`config.mk`:
```
export PLATFORM = sky130hd
export DESIGN_NAME = flash_read_arbiter
export DESIGN_NICKNAME = d
export VERILOG_FILES = /design/src/rtl/flash_read_arbiter.sv
export SDC_FILE = /design/constraint.sdc
export NUM_CORES = 1
export LEC_CHECK = 0
export CORE_MARGIN = 5
export CORE_UTILIZATION = 35
export DETAILED_ROUTE_END_ITERATION = 7
export GPL_TIMING_DRIVEN = 0
export SYNTH_ARGS = -nofsm -noshare
export SYNTH_HDL_FRONTEND = slang
export SYNTH_SLANG_ARGS = --single-unit
```
`constraint.sdc`:
```
create_clock -name clk -period 2.3 [get_ports clk]
set_input_delay 0.46 -clock clk [delete_from_list [all_inputs] [get_ports clk]]
set_output_delay 0.46 -clock clk [all_outputs]
set_load 0.01 [all_outputs]
```
`src/rtl/flash_read_arbiter.sv`:
```
// Shares one external flash byte reader between two requesters.
// Single-byte reads, round-robin grant, hung-flash timeout.
module flash_read_arbiter #(
    parameter int unsigned ADDR_W  = 11,
    parameter int unsigned TIMEOUT = 32'd100000
) (
    input  logic              clk,
    input  logic              rst_n,
    input  logic              req0,
    input  logic [ADDR_W-1:0] addr0,
    output logic [7:0]        data0,
    output logic              ack0,
    output logic              err0,
    input  logic              req1,
    input  logic [ADDR_W-1:0] addr1,
    output logic [7:0]        data1,
    output logic              ack1,
    output logic              err1,
    output logic [ADDR_W-1:0] flash_addr,
    output logic              flash_enable,
    input  logic [7:0]        flash_data,
    input  logic              flash_ready,
    output logic              busy,
    output logic              owner
);

    localparam int unsigned DATA_W = 8;
    localparam int unsigned CNT_W  = 32;
    localparam logic [CNT_W-1:0]  TIMEOUT_LAST = CNT_W'(TIMEOUT - 1);
    localparam logic [DATA_W-1:0] ERR_BYTE     = DATA_W'(8'hFF);

    typedef enum logic [1:0] {
        ST_IDLE    = 2'd0,
        ST_READ    = 2'd1,
        ST_DONE    = 2'd2,
        ST_RELEASE = 2'd3
    } state_e;

    state_e              state_q, state_d;
    logic [CNT_W-1:0]    cnt_q, cnt_d;
    logic [ADDR_W-1:0]   addr_q, addr_d;
    logic                en_q, en_d;
    logic                owner_q, owner_d;
    logic                busy_q, busy_d;
    logic [DATA_W-1:0]   data0_q, data0_d;
    logic [DATA_W-1:0]   data1_q, data1_d;
    logic                ack0_q, ack0_d;
    logic                ack1_q, ack1_d;
    logic                err0_q, err0_d;
    logic                err1_q, err1_d;

    logic                timeout_c;
    logic                grant_c;
    logic [DATA_W-1:0]   rd_byte_c;

    assign timeout_c = (cnt_q == TIMEOUT_LAST);

    // State and output registers
    always_ff @(posedge clk or negedge rst_n) begin
        if (!rst_n) begin
            state_q <= ST_IDLE;
            cnt_q   <= '0;
            addr_q  <= '0;
            en_q    <= 1'b0;
            owner_q <= 1'b1;
            busy_q  <= 1'b0;
            data0_q <= '0;
            data1_q <= '0;
            ack0_q  <= 1'b0;
            ack1_q  <= 1'b0;
            err0_q  <= 1'b0;
            err1_q  <= 1'b0;
        end else begin
            state_q <= state_d;
            cnt_q   <= cnt_d;
            addr_q  <= addr_d;
            en_q    <= en_d;
            owner_q <= owner_d;
            busy_q  <= busy_d;
            data0_q <= data0_d;
            data1_q <= data1_d;
            ack0_q  <= ack0_d;
            ack1_q  <= ack1_d;
            err0_q  <= err0_d;
            err1_q  <= err1_d;
        end
    end

    // Next-state and registered-output logic
    always_comb begin
        state_d   = state_q;
        cnt_d     = cnt_q;
        addr_d    = addr_q;
        en_d      = en_q;
        owner_d   = owner_q;
        data0_d   = data0_q;
        data1_d   = data1_q;
        ack0_d    = 1'b0;
        ack1_d    = 1'b0;
        err0_d    = 1'b0;
        err1_d    = 1'b0;
        grant_c   = 1'b0;
        rd_byte_c = flash_ready ? flash_data : ERR_BYTE;

        case (state_q)
            ST_IDLE: begin
                if (req0 || req1) begin
                    // On a tie the requester that did not win last time goes next
                    grant_c = (req0 && req1) ? ~owner_q : req1;
                    owner_d = grant_c;
                    addr_d  = grant_c ? addr1 : addr0;
                    en_d    = 1'b1;
                    cnt_d   = '0;
                    state_d = ST_READ;
                end
            end
            ST_READ: begin
                // flash_ready takes precedence over a coincident timeout
                if (flash_ready || timeout_c) begin
                    if (owner_q) begin
                        data1_d = rd_byte_c;
                        ack1_d  = 1'b1;
                        err1_d  = ~flash_ready;
                    end else begin
                        data0_d = rd_byte_c;
                        ack0_d  = 1'b1;
                        err0_d  = ~flash_ready;
                    end
                    en_d    = 1'b0;
                    state_d = ST_DONE;
                end else begin
                    cnt_d = cnt_q + CNT_W'(1);
                end
            end
            ST_DONE: begin
                state_d = ST_RELEASE;
            end
            ST_RELEASE: begin
                if (!flash_ready) begin
                    state_d = ST_IDLE;
                end
            end
            default: begin
                state_d = ST_IDLE;
                en_d    = 1'b0;
            end
        endcase

        busy_d = (state_d != ST_IDLE);
    end

    assign data0        = data0_q;
    assign ack0         = ack0_q;
    assign err0         = err0_q;
    assign data1        = data1_q;
    assign ack1         = ack1_q;
    assign err1         = err1_q;
    assign flash_addr   = addr_q;
    assign flash_enable = en_q;
    assign busy         = busy_q;
    assign owner        = owner_q;

endmodule

```
Word-level counts from Yosys, hierarchy flattened
Index checks and enable logic that the tools add are counted.

storage, ports and cells
  register bits after elaboration = 68
  input bits = 35
  output and inout bits = 34

cells by class
  add/subtract/negate cells = 1
  eq/ne operators = 7
  multiplexer cells = 25
  bitwise logic cells = 2
  reduce and logical (&&, ||, !) cells = 11

operator list
  kind                                             number
  two-way mux 32 bit                               2
  one-hot mux 32 bit (2 select lines)              1
  adder 32 x 1 -> 32 bit, second input constant    1
  == test 32 x 17 -> 1 bit, second input constant  1
  two-way mux 1 bit                                15
  AND reduction 3 bit                              4
  two-way mux 11 bit                               1
  two-way mux 8 bit                                1
  one-hot mux 2 bit (4 select lines)               1
  two-way mux 2 bit                                3
  != test 2 bit, second input constant             3
  == test 2 bit, second input constant             2
  nonzero test 2 bit                               2
  == test 2 x 1 -> 1 bit, second input constant    1
  logical NOT 2 bit                                1
  logical OR 1 bit                                 2
  NOT 1 bit                                        2
  one-hot mux 1 bit (2 select lines)               1
  AND reduction 2 bit                              1
  logical AND 1 bit                                1

Logic depth before layout (Yosys ltp)
  depth after elaboration = 5
  gate-level depth with buffers = 8

Worst setup path before layout
Ideal clock, no wire load.

  path kind = reg-to-reg
  from = reg cnt_q[0]
  to = reg cnt_q[18]
  library setup time = 116 ps
  data arrival time = 1763 ps
  data required time = 2184 ps
  setup slack = 421 ps
  stages on the path, launching flop included = 7
  buffers on the path = 0
  cell sequence = dfrtp_1 ha_1 nand2_1 or2_4 o31ai_4 or4b_2 o311ai_0

between the ends
  cells in the longest elaborated chain, start to end = 4

RTL lines
  item                                                            line  RTL
  start, declared                                                 40    logic [CNT_W-1:0] cnt_q, cnt_d;
  start signal, assigned                                          75    cnt_q <= cnt_d;
  branches (longest 4 deep; another with adder 32 x 1 -> 32 bit)  n/a

Several ways; the timed one is not identified. The select of a mux whose other input is x is not followed.
A chain may end at the register's enable or synchronous reset.

Final worst setup path
  from = reg cnt_q[8]
  to = reg cnt_q[13]

Same word-level chain as after synthesis.

==> flow_metrics.py <==
metrics = {
    "global_routing": {
        "met2_usage": 0.248,
        "grt_remaining_overflow": 0,
        "grt_usage": 0.155,
        "grt_util_met1": 0.204,
        "grt-busiest-layer": "met2",
        "grt_pass1_vias": 2802,
        "antenna_found_initial": 0,
        "grt_pass1_wl_um": 14200,
        "grt_max_degree": 69,
        "grtUsageMet3": 0.0354,
    },
    "synthesis": {
        "yosysSeqAreaShare": 0.514,
        "synthSimpleGateAreaFrac": 0.188,
        "synthFlopType": "dfrtp_1",
        "synthAdderAreaFrac": 0.00378,
        "synth_edf_count": 0,
        "syn-instance-count": 315,
        "synth_top_family_by_area": "compound AO/OA/AOI/OAI gates",
        "ys_ff_latch": 68,
        "synth.net_count": 351,
        "synth_xor_area_frac": 0,
        "yosys_warnings": 0,
        "async_flop_share": 1.00,
        "synth_mux_area_frac": 0.0544,
        "synth_compound_area_frac": 0.200,
        "syn_area_um2": 3310,
        "yosys.cell_types.count": 50,
        "syn_area_per_cell_um2": 10.5,
    },
    "floorplan": {
        "fp.dieH_um": 107,
        "num_rows": 35,
        "dieArea_um2": 11500,
        "ios": 69,
        "dieWidth_um": 107,
        "start_util": 0.359,
        "core_area_um2": 9240,
    },
    "cts": {
        "cts_tree": "done",
        "clk_latency_ns": 0.35,
        "cts_sinks": 68,
        "cts_root_buf": "clkbuf_8",
        "cts_buffers": 9,
        "clk_pin_slew_ns": 0.08,
        "ctsHtreeMaxLevel": 3,
        "clock_path_buffers": 2,
        "hold_buffers": 0,
    },
    "worst_setup_path": {
        "cp-start-kind": "flip-flop",
        "reg2reg_to": "cnt_q[13]$_DFFE_PN0P_",
        "timing.reg2reg.worst_path_depth": 9,
        "critPathRequiredTime_ns": 2.57,
        "r2r_slack_ns": 0.11,
        "critPathCaptureType": "flip-flop",
        "setup.worst_path.start": "cnt_q[8]$_DFFE_PN0P_",
        "cp.arrival_ns": 2.46,
        "r2r-start": "cnt_q[8]$_DFFE_PN0P_",
        "worstSetupPathType": "flip-flop to flip-flop",
        "cp_max_fo": 10,
    },
    "cells_and_area": {
        "post-route-cell-area_um2": 4420,
        "antenna_cells": 0,
        "nFillCells": 869,
        "utilization": 0.478,
        "drive_gt1_frac": 0.126,
        "fin_cells": 533,
        "num-nets-final": 435,
        "area_growth_pct": 33.4,
    },
    "sta": {
        "fmax_mhz": 457,
        "worstMarginPinSlew_ns": 0.868,
        "post-route-period-util": 0.952,
        "finalSetupTns_ns": 0,
        "final.min_clock_period_ns": 2.19,
        "finalSetupViolations": 0,
        "skew_ns": 0.0110,
        "setup_slack_ns": 0.110,
        "drv_slew": 0,
        "slew_headroom": 0.422,
        "hold_viol_final": 0,
        "whs_ns": 0.228,
    },
    "placed_design": {
        "port-buffer-count": 68,
        "hpwl_um": 5970,
        "dp_slack_ns": -0.0369,
        "place_area_um2": 4150,
        "dp.cells": 512,
        "gp_congestion": 0.791,
    },
    "run_status": {
        "status": "complete, no violations",
    },
    "routing": {
        "first_pass_iters": 4,
        "drt_iter0_markers": 119,
        "routed_wl_um": 8480,
        "post_drt_via_cell_ratio": 5.23,
        "dr_total_vias": 2786,
        "drc": 0,
        "drtAntennaViolNets": 0,
        "wl_per_cell_um": 15.9,
    },
    "power": {
        "p_clk_frac": 0.229,
        "swShare": 0.359,
        "p_int_mw": 2.92,
        "cellPowerDensity_nw_per_um2": 1030,
        "seqPwrFrac": 0.374,
        "leakagePower_nw": 1.77,
        "combPwrFrac": 0.398,
        "p_switching_mw": 1.64,
        "finalPower_mw": 4.56,
        "peakVddDrop_mv": 0.374,
    },
    "flow_run": {
        "cap_viol_max_count": 0,
    },
    "hold_path": {
        "hp-class": "input port to async pin",
    },
}
==> synth_stat cells, drive strengths merged, types with 2 or more instances <==
| library cell | n | area share |
|---|---|---|
| dfrtp | 67 | 0.51 |
| nand2 | 41 | 0.047 |
| o21ai | 21 | 0.032 |
| nand3 | 19 | 0.032 |
| mux2i | 18 | 0.054 |
| o22a | 16 | 0.042 |
| a21oi | 13 | 0.020 |
| nor4 | 12 | 0.031 |
| a31oi | 11 | 0.021 |
| buf | 11 | 0.022 |
| inv | 9 | 0.010 |
| nor3 | 9 | 0.024 |
| nand4 | 8 | 0.017 |
| clkbuf | 6 | 0.0068 |
| nor2 | 6 | 0.0068 |
| a41oi | 5 | 0.013 |
| o21a | 5 | 0.011 |
| and3 | 4 | 0.0075 |
| o211ai | 4 | 0.0091 |
| o311ai | 4 | 0.011 |
| o31a | 3 | 0.0079 |
| o31ai | 3 | 0.011 |
| o41ai | 3 | 0.0079 |
| a2bb2oi | 2 | 0.0072 |
| nand2b | 2 | 0.0038 |
| or2 | 2 | 0.0045 |
==> cell families (layout without fill, tap and decap cells) <==
kind of cell / count (synthesis) / in the layout
adder cells (fa/ha/maj): 1 / 1
flip-flops: 68 / 68
AND/OR/NAND/NOR: 109 / 109
buffers and inverters: 26 / 115
AO/OA/AOI/OAI: 93 / 93
multiplexers: 18 / 18
==> cell type report <==
type                            instances  area, um2  area share
Multi-Input combinational cell        221       1490       0.337
Timing Repair Buffer                   73        728       0.165
Clock buffer                            9        124      0.0280
Sequential cell                        68       1700       0.385
Buffer                                 17       98.8      0.0224
Inverter                                9       33.8     0.00764
Clock inverter                          7       81.3      0.0184
Tap cell                              129        161      0.0365
==> how the worst max path moves through the flow <==
stage                                     end  slack [ns]  cells after the start
floorplan               cnt_q[18]$_DFFE_PN0P_        0.42                      6
global placement    flash_addr[1]$_DFFE_PN0P_       -1.61                      1
detailed placement      cnt_q[15]$_DFFE_PN0P_       -0.04                      5
CTS                      cnt_q[7]$_DFFE_PN0P_        0.05                      7
global route             cnt_q[8]$_DFFE_PN0P_       -0.04                      8
finish                  cnt_q[13]$_DFFE_PN0P_        0.11                      9
==> worst max-delay path, cell delays in order, from the launching register on <==
cell	delay (ns)
dfrtp_1	0.36
buf_2	0.17
nor4bb_2	0.34
nand4_1	0.13
buf_4	0.17
o31ai_4	0.37
buf_6	0.21
buf_8	0.14
a2bb2oi_2	0.06
a2bb2oi_1	0.16
==> power by group through the flow <==
stage                     sequential [mW]  combinational [mW]  clock, mW
after floorplan                      1.83               0.821          0
after global placement               1.73                1.79          0
after detailed placement             1.73                1.81          0
after CTS                            1.71                1.81       1.06
after global routing                 1.76                1.99       1.12
final                                1.70                1.81       1.04
==> cells in the final DEF (no fill, tap or decap), types with 5 or more instances in the layout <==
| cell | instances |
|---|---|
| dfrtp_1 | 67 |
| clkdlybuf4s50_1 | 67 |
| nand2_1 | 40 |
| o21ai_0 | 20 |
| nand3_1 | 18 |
| mux2i_1 | 18 |
| o22a_1 | 16 |
| a21oi_1 | 13 |
| a31oi_1 | 11 |
| inv_1 | 9 |
| nor4_1 | 9 |
| clkbuf_8 | 9 |
| buf_2 | 7 |
| nand4_1 | 7 |
| buf_4 | 7 |
| nor2_1 | 6 |
| clkbuf_1 | 6 |
| nor3_1 | 6 |
| o21a_1 | 5 |
| a41oi_1 | 5 |
==> state kept, by name (all words and copies together), names as in the netlist <==
register and count:
cnt_q 32, flash_addr 11, data0 8, data1 8, state_q 2, ack0 1
ack1 1, busy 1, err0 1, err1 1, flash_enable 1, owner 1
==> repair_timing <==
item | CTS | global route
setup endpoints to repair | 0 | 38
gates resized for setup | 0 | 4
buffers inserted | 0 | 5
==> routing by layer <==
layer  up-vias  wire, um
li1       1365         -
met1      1355      3850
met2        55      4150
met4         0       148
met3        11       334
met5         -         0
No activity file was read; power rests on OpenSTA's default activity.
